$ cat config.mk
export PLATFORM = sky130hd
export DESIGN_NAME = hack_mem_responder
export DESIGN_NICKNAME = d
export VERILOG_FILES = /design/src/rtl/hack_mem_responder.sv
export SDC_FILE = /design/constraint.sdc
export NUM_CORES = 1
export LEC_CHECK = 0
export BUFFER_PORTS_ARGS = -buffer_cell sky130_fd_sc_hd__buf_2
export CELL_PAD_IN_SITES_DETAIL_PLACEMENT = 1
export CELL_PAD_IN_SITES_GLOBAL_PLACEMENT = 1
export CORE_UTILIZATION = 28
export CTS_CLUSTER_DIAMETER = 150
export DETAILED_ROUTE_END_ITERATION = 10
export PLACE_DENSITY_LB_ADDON = 0.08
export SLEW_MARGIN = 20
export SYNTH_ARGS = -nofsm -noshare
export SYNTH_HDL_FRONTEND = slang
export SYNTH_SLANG_ARGS = --single-unit
$ cat constraint.sdc
create_clock -name clock -period 3.05 [get_ports clock]
set_input_delay 0.305 -clock clock [delete_from_list [all_inputs] [get_ports clock]]
set_output_delay 0.305 -clock clock [all_outputs]
set_load 0.03 [all_outputs]
$ cat src/rtl/hack_mem_responder.sv
// Single-port word memory behind a valid/ready request/response handshake.
// Storage is zeroed after every reset before requests are accepted.
module hack_mem_responder #(
  parameter int DEPTH = 64,
  parameter int AW    = 6
) (
  input  logic          clock,
  input  logic          reset,
  input  logic          req_valid,
  output logic          req_ready,
  input  logic          req_write,
  input  logic [AW-1:0] req_addr,
  input  logic [15:0]   req_wdata,
  output logic          rsp_valid,
  input  logic          rsp_ready,
  output logic [15:0]   rsp_rdata,
  output logic          rsp_write,
  output logic          init_done
);

  typedef enum logic {S_CLEAR, S_RUN} state_t;

  state_t        r_state, w_state_nxt;
  logic [AW-1:0] r_clr_cnt;
  logic          r_rsp_valid, r_rsp_write, r_init_done;
  logic [15:0]   r_rsp_rdata;
  logic [15:0]   r_mem [DEPTH];

  logic          w_clr_last, w_req_ready, w_accept, w_mem_we;
  logic [AW-1:0] w_mem_waddr;
  logic [15:0]   w_mem_wdata;

  assign w_clr_last = (r_clr_cnt == AW'(DEPTH-1));

  always_ff @(posedge clock) begin
    if (reset) r_state <= S_CLEAR;
    else       r_state <= w_state_nxt;
  end

  always_comb begin
    w_state_nxt = r_state;
    case (r_state)
      S_CLEAR: if (w_clr_last) w_state_nxt = S_RUN;
      S_RUN:   w_state_nxt = S_RUN;
      default: w_state_nxt = S_CLEAR;
    endcase
  end

  // The clear sweep and accepted writes share the single memory write port.
  always_comb begin
    w_req_ready = (r_state == S_RUN) && !reset && (!r_rsp_valid || rsp_ready);
    w_accept    = req_valid && w_req_ready;
    w_mem_we    = (r_state == S_CLEAR) || (w_accept && req_write);
    w_mem_waddr = (r_state == S_CLEAR) ? r_clr_cnt : req_addr;
    w_mem_wdata = (r_state == S_CLEAR) ? 16'h0000 : req_wdata;
  end

  always_ff @(posedge clock) begin
    if (reset)                  r_clr_cnt <= '0;
    else if (r_state == S_CLEAR) r_clr_cnt <= r_clr_cnt + 1'b1;
  end

  always_ff @(posedge clock) begin
    if (w_mem_we) r_mem[w_mem_waddr] <= w_mem_wdata;
  end

  always_ff @(posedge clock) begin
    if (reset)                                  r_init_done <= 1'b0;
    else if (r_state == S_CLEAR && w_clr_last)  r_init_done <= 1'b1;
  end

  // Payload holds after consumption; only rsp_valid drops.
  always_ff @(posedge clock) begin
    if (reset) begin
      r_rsp_valid <= 1'b0;
      r_rsp_write <= 1'b0;
      r_rsp_rdata <= 16'h0000;
    end else if (w_accept) begin
      r_rsp_valid <= 1'b1;
      r_rsp_write <= req_write;
      r_rsp_rdata <= req_write ? req_wdata : r_mem[req_addr];
    end else if (r_rsp_valid && rsp_ready) begin
      r_rsp_valid <= 1'b0;
    end
  end

  assign req_ready = w_req_ready;
  assign rsp_valid = r_rsp_valid;
  assign rsp_write = r_rsp_write;
  assign rsp_rdata = r_rsp_rdata;
  assign init_done = r_init_done;

endmodule

# Word-level counts from Yosys, hierarchy flattened
# Memory sizes are Yosys's and may differ from the RTL's. A register that Yosys moved wholly into a read port is not among the register bits.
# Index checks and enable logic that the tools add are counted.
[classes]
eq_ne = 1
n_reduce_logical = 11
bitwise = 1
n_addsub = 1
n_mux = 8
[op_table]
columns = ["cell", "count"]
rows = [
  ["16-bit two-way mux", 1],
  ["6-bit by 1-bit adder with 6-bit output, second input constant", 1],
  ["6-bit == test, second input constant", 1],
  ["1-bit logical AND", 6],
  ["6-bit two-way mux", 1],
  ["1-bit two-way mux", 5],
  ["1-bit zero test", 2],
  ["1-bit logical OR", 2],
  ["1-bit case mux with 2 select lines", 1],
  ["2-bit nonzero test", 1],
  ["1-bit inverter", 1],
]
[word_totals]
mem_bits_rw = 1024
in_bits = 27
wordCells = 28
mem_count = 1
register_bits = 10
[mem_list]
columns = ["memory", "words", "word_bits", "read_ports", "rd_clocked_by_memory_dff", "wr", "line", "source"]
rows = [
  ["r_mem", 64, 16, 1, 1, 1, "27", "logic [15:0] r_mem [DEPTH];"],
]

# Longest topological paths before layout
[depth]
word_depth = 8
mapped_depth = 11

# Worst setup path after synthesis
# OpenSTA, ideal clock, no wires.
[synth_timing]
kind = "input port to flip-flop"
from = "input port reset"
to = "memory r_mem[44][0] (enable)"
path_buffers = 2
path_slack_ns = 0.163
setup_time_ns = 0.409
cell_stages = 7
required_ns = 2.641
arrival_ns = 2.477
cell_sequence = "buf_4 > nor2b_1 > nand3_1 > nand2_1 > clkbuf_1 > nand2_1 > nor3_1"
[synth_via]
elab_chain_len = 8
[synth_rtl]
columns = ["element", "line", "source"]
rows = [
  ["from (decl)", "8", "input logic reset,"],
  ["1-bit zero test", "51", "w_req_ready = (r_state == S_RUN) && !reset && (!r_rsp_valid || rsp_ready);"],
  ["1-bit logical AND (2 in a row)", "51", ""],
  ["1-bit logical AND", "52", "w_accept = req_valid && w_req_ready;"],
  ["1-bit logical AND", "53", "w_mem_we = (r_state == S_CLEAR) || (w_accept && req_write);"],
  ["1-bit logical OR", "53", ""],
  ["1-bit two-way mux", "64", "if (w_mem_we) r_mem[w_mem_waddr] <= w_mem_wdata;"],
  ["1-bit two-way mux (implied by the code)", "64", ""],
  ["to (decl)", "27", ""],
]
# No other way between the ends.

# Final worst setup path
[layout_timing]
from = "register r_state"
to = "memory r_mem[28][3] (enable)"
[layout_via]
elab_chain_len = 7
word_cells_on_any_way = 9
classes_between = "mux (3); bitwise (1); reduce/logical (5)"
[layout_rtl]
columns = ["element", "line", "source"]
rows = [
  ["from (decl)", "23", "state_t r_state, w_state_nxt;"],
  ["from (signal assigned)", "37", "else r_state <= w_state_nxt;"],
  ["1-bit logical AND (2 in a row)", "51", ""],
  ["1-bit logical AND", "52", ""],
  ["1-bit logical AND", "53", ""],
  ["1-bit logical OR", "53", ""],
  ["1-bit two-way mux", "64", ""],
  ["1-bit two-way mux (implied by the code)", "64", ""],
]
# Parallel ways exist; a longest one is shown, timed or not.

==> impl_metrics.ini <==
[synthesis]
syn-instance-count = 2046
synth_ff_type = edfxtp_1
netlist_area_um2 = 40700
ys_ff_latch = 1050
synth_compound_area_share_pct = 4.47
synth_top_family_by_area = multiplexers
synthSimpleGateAreaFrac_pct = 3.13
synth_edf_count = 1024
async_reset_ff_share_pct = 0
yosysSeqAreaShare_pct = 76.8
synthAdderAreaFrac_pct = 0.0307
synth.distinct_cells = 53
synth_xor_area_share_pct = 0.215
synth.avg_cell_area_um2 = 19.9
synthMuxAreaShare_pct = 13.9
synth_fp_nets = 2074
ys_warn_count = 0

[timing]
hold_viol = 0
max-slew-margin-rel_pct = 41.0
setup_viol = 0
hold_ws_ns = 0.0914
fin_crit_sh_pct = 84.2
drv_slew = 0
tns_ns = 0
max_freq_mhz = 389
grt_setup_unrepaired = no
skew_ns = 0.0319
fin_ws_ns = 0.481
tightest_slew_ns = 0.884
min_period_ns = 2.57

[global_routing]
grt-ovfl-total = 0
antenna_found_initial = 6
grt_util_all_layers_pct = 18.1
grt_max_degree = 57
grt_pass1_wl_um = 184000
grt_pass1_vias = 22637

[critical_path]
critPathSlowestCell = dfxtp_1
worstSetupStartpointType = flop
critical_path.cell_chain = buf_4, nor2b_1, a22o_1, nand2_1, nor2_1, buf_4
cp_top_family = simple AND/OR/NAND/NOR gates
end_kind = flop
cp_max_fo = 16
crit_required_ns = 3.43
r2r_slack_ns = 0.48
reg2regPathDepth = 6
crit_arrival_ns = 2.95
critical_path_class = reg2reg
crit_path_frequent_cell = buf_4
worst-path-buf-inv = 2
path_depth = 6
max_stage_delay_ns = 0.60

[clocking]
clk_latency_ns = 0.75
cts.path.max_buffers = 3
clkSinkCount = 1050
cts_max_level = 3
ctsRootBufferMaster = clkbuf_16
cts_buffers = 117
post-cts-setup-buffers = 0
cts_tree = yes
clkTransAtPathRegs_ns = 0.06

[place]
gp_congestion = 0.784
place.port_buffers = 46
dp_hpwl_um = 86500
dpl_worst_slack_ns = 0.144

[floorplan]
die-area_um2 = 147000
start_util_pct = 28.3
design.core.area_um2 = 144000
row_count = 139
num_io_pins = 47
die_h_um = 383
die_w_um = 383

[final_layout]
syn2layout_area_growth_pct = 19.9
nets = 2342
drive_gt1_share_pct = 28.6

[run_status]
status = finished, violations left
violations = design-rule violations

[power_and_ir_drop]
p_per_area_nw_per_um2 = 643
p_leak_nw = 16.8
ir_drop_uv = 524

[route]
dr.pass1.iters = 10
drc = 4
wl_per_cell_um = 30.7
detail_route.iter0.violations = 1565
avgViaCountPerCell = 4.88
ant_nets = 0
routed_wl_um = 133000
vias = 21111

[hold_path]
min_path_type = in2reg
whs_path_depth = 2

[flow_run]
drv_cap = 0
-- registers in the layout, summed over array words and instances, names as in the netlist --
register   count
r_mem       1024
rsp_rdata     16
r_clr_cnt      6
init_done      1
r_state        1
rsp_valid      1
rsp_write      1
-- placed cells by master, fill, tap and decap left out, types with 26 or more instances in the layout --
cell,n
buf_12,31
mux2i_1,148
a22oi_1,164
clkinv_1,28
buf_4,190
nand3_1,41
clkbuf_16,117
mux4_2,176
buf_2,43
nor2_1,78
edfxtp_1,1024
nand2_1,71
dfxtp_1,26
clkinv_2,28
-- power breakdown --
part | leakage (nW) | internal [mW] | total (mW) | switching, mW
sequential | 10.3 | 15.7 | 15.7 | 0.0251
combinational | 4.60 | 0.539 | 1.41 | 0.871
clock | 1.90 | 8.37 | 14.3 | 5.92
-- per-stage QoR --
stage               cell area, um^2  instances  utilization, %  total power [mW]
floorplan                     40700       2046               -              16.8
global placement              44900       4097            31.2              17.4
detailed placement            44900       4097            31.2              17.4
CTS                           48800       4317            33.9              31.8
global route                  48800       4317            33.9              32.4
finish                        48800       4322            33.9              31.4
-- final timing paths --
path,from,end
worst max-delay path,r_state$_SDFF_PP0_,r_mem[28][3]$_DFFE_PP_
worst min-delay path,req_wdata[13],r_mem[4][13]$_DFFE_PP_
worst max register to register,r_state$_SDFF_PP0_,r_mem[28][3]$_DFFE_PP_
worst min register to register,rsp_write$_SDFFE_PP0P_,rsp_write$_SDFFE_PP0P_
-- timing repair --
item,in CTS,in global routing
resized for setup,0,0
hold buffers,1,0
endpoints found under the hold margin,1,0
-- layout make-up --
class                           instances  area, um^2
Clock inverter                         86         888
Clock buffer                          133        2990
Antenna cell                            5        12.5
Sequential cell                      1050       31300
Multi-Input combinational cell        873        8960
Inverter                                5        18.8
Timing Repair Buffer                  267        2300
Tap cell                             1903        2380
Fill cell                           14294       95200
-- Yosys cell counts (all sizes together) (2+ instances only) --
master / instances / area, um^2
a21oi: 24 / 120
a221oi: 10 / 111
a22o: 4 / 35.0
a22oi: 165 / 1240
a311oi: 14 / 129
a31o: 2 / 17.5
a31oi: 2 / 12.5
a32o: 3 / 30.0
and2: 21 / 131
and3: 2 / 12.5
and3b: 2 / 17.5
buf: 77 / 443
clkbuf: 41 / 155
dfxtp: 26 / 521
edfxtp: 1024 / 30700
inv: 5 / 18.8
mux2: 18 / 203
mux2i: 148 / 1480
mux4: 176 / 3960
nand2: 71 / 267
nand2b: 2 / 12.5
nand3: 41 / 205
nand4: 14 / 87.6
nor2: 102 / 385
nor2b: 14 / 87.6
nor3: 6 / 41.3
o21ai: 8 / 40.0
o21bai: 2 / 15.0
o31ai: 2 / 15.0
xnor2: 2 / 17.5
xor2: 8 / 70.1
-- cell families (layout without fill, tap and decap cells) --
logic type | count (synthesis) | after routing
simple gates | 278 | 278
other cells | 0 | 5
flops | 1050 | 1050
mux | 342 | 342
xor+xnor | 10 | 10
fa+ha+maj | 1 | 1
buf+inv | 123 | 491
compound gates | 242 | 242
-- worst register-to-register path: cells and delay by family, from the launching register on --
kind	cells	cell delay (ns)
flops	1	0.60
buf+inv	2	0.61
compound gates	1	0.25
simple gates	3	0.75
-- per-layer routing --
layer  global-route usage, %  wire, um  up-vias
met3                    2.98      6100      179
li1                        -         -     9007
met4                    6.69      4550        0
met5                       0         0        -
met1                    25.3     60900    11467
met2                    28.3     61000      458
Note: power is estimated with default switching activity, not from simulation.
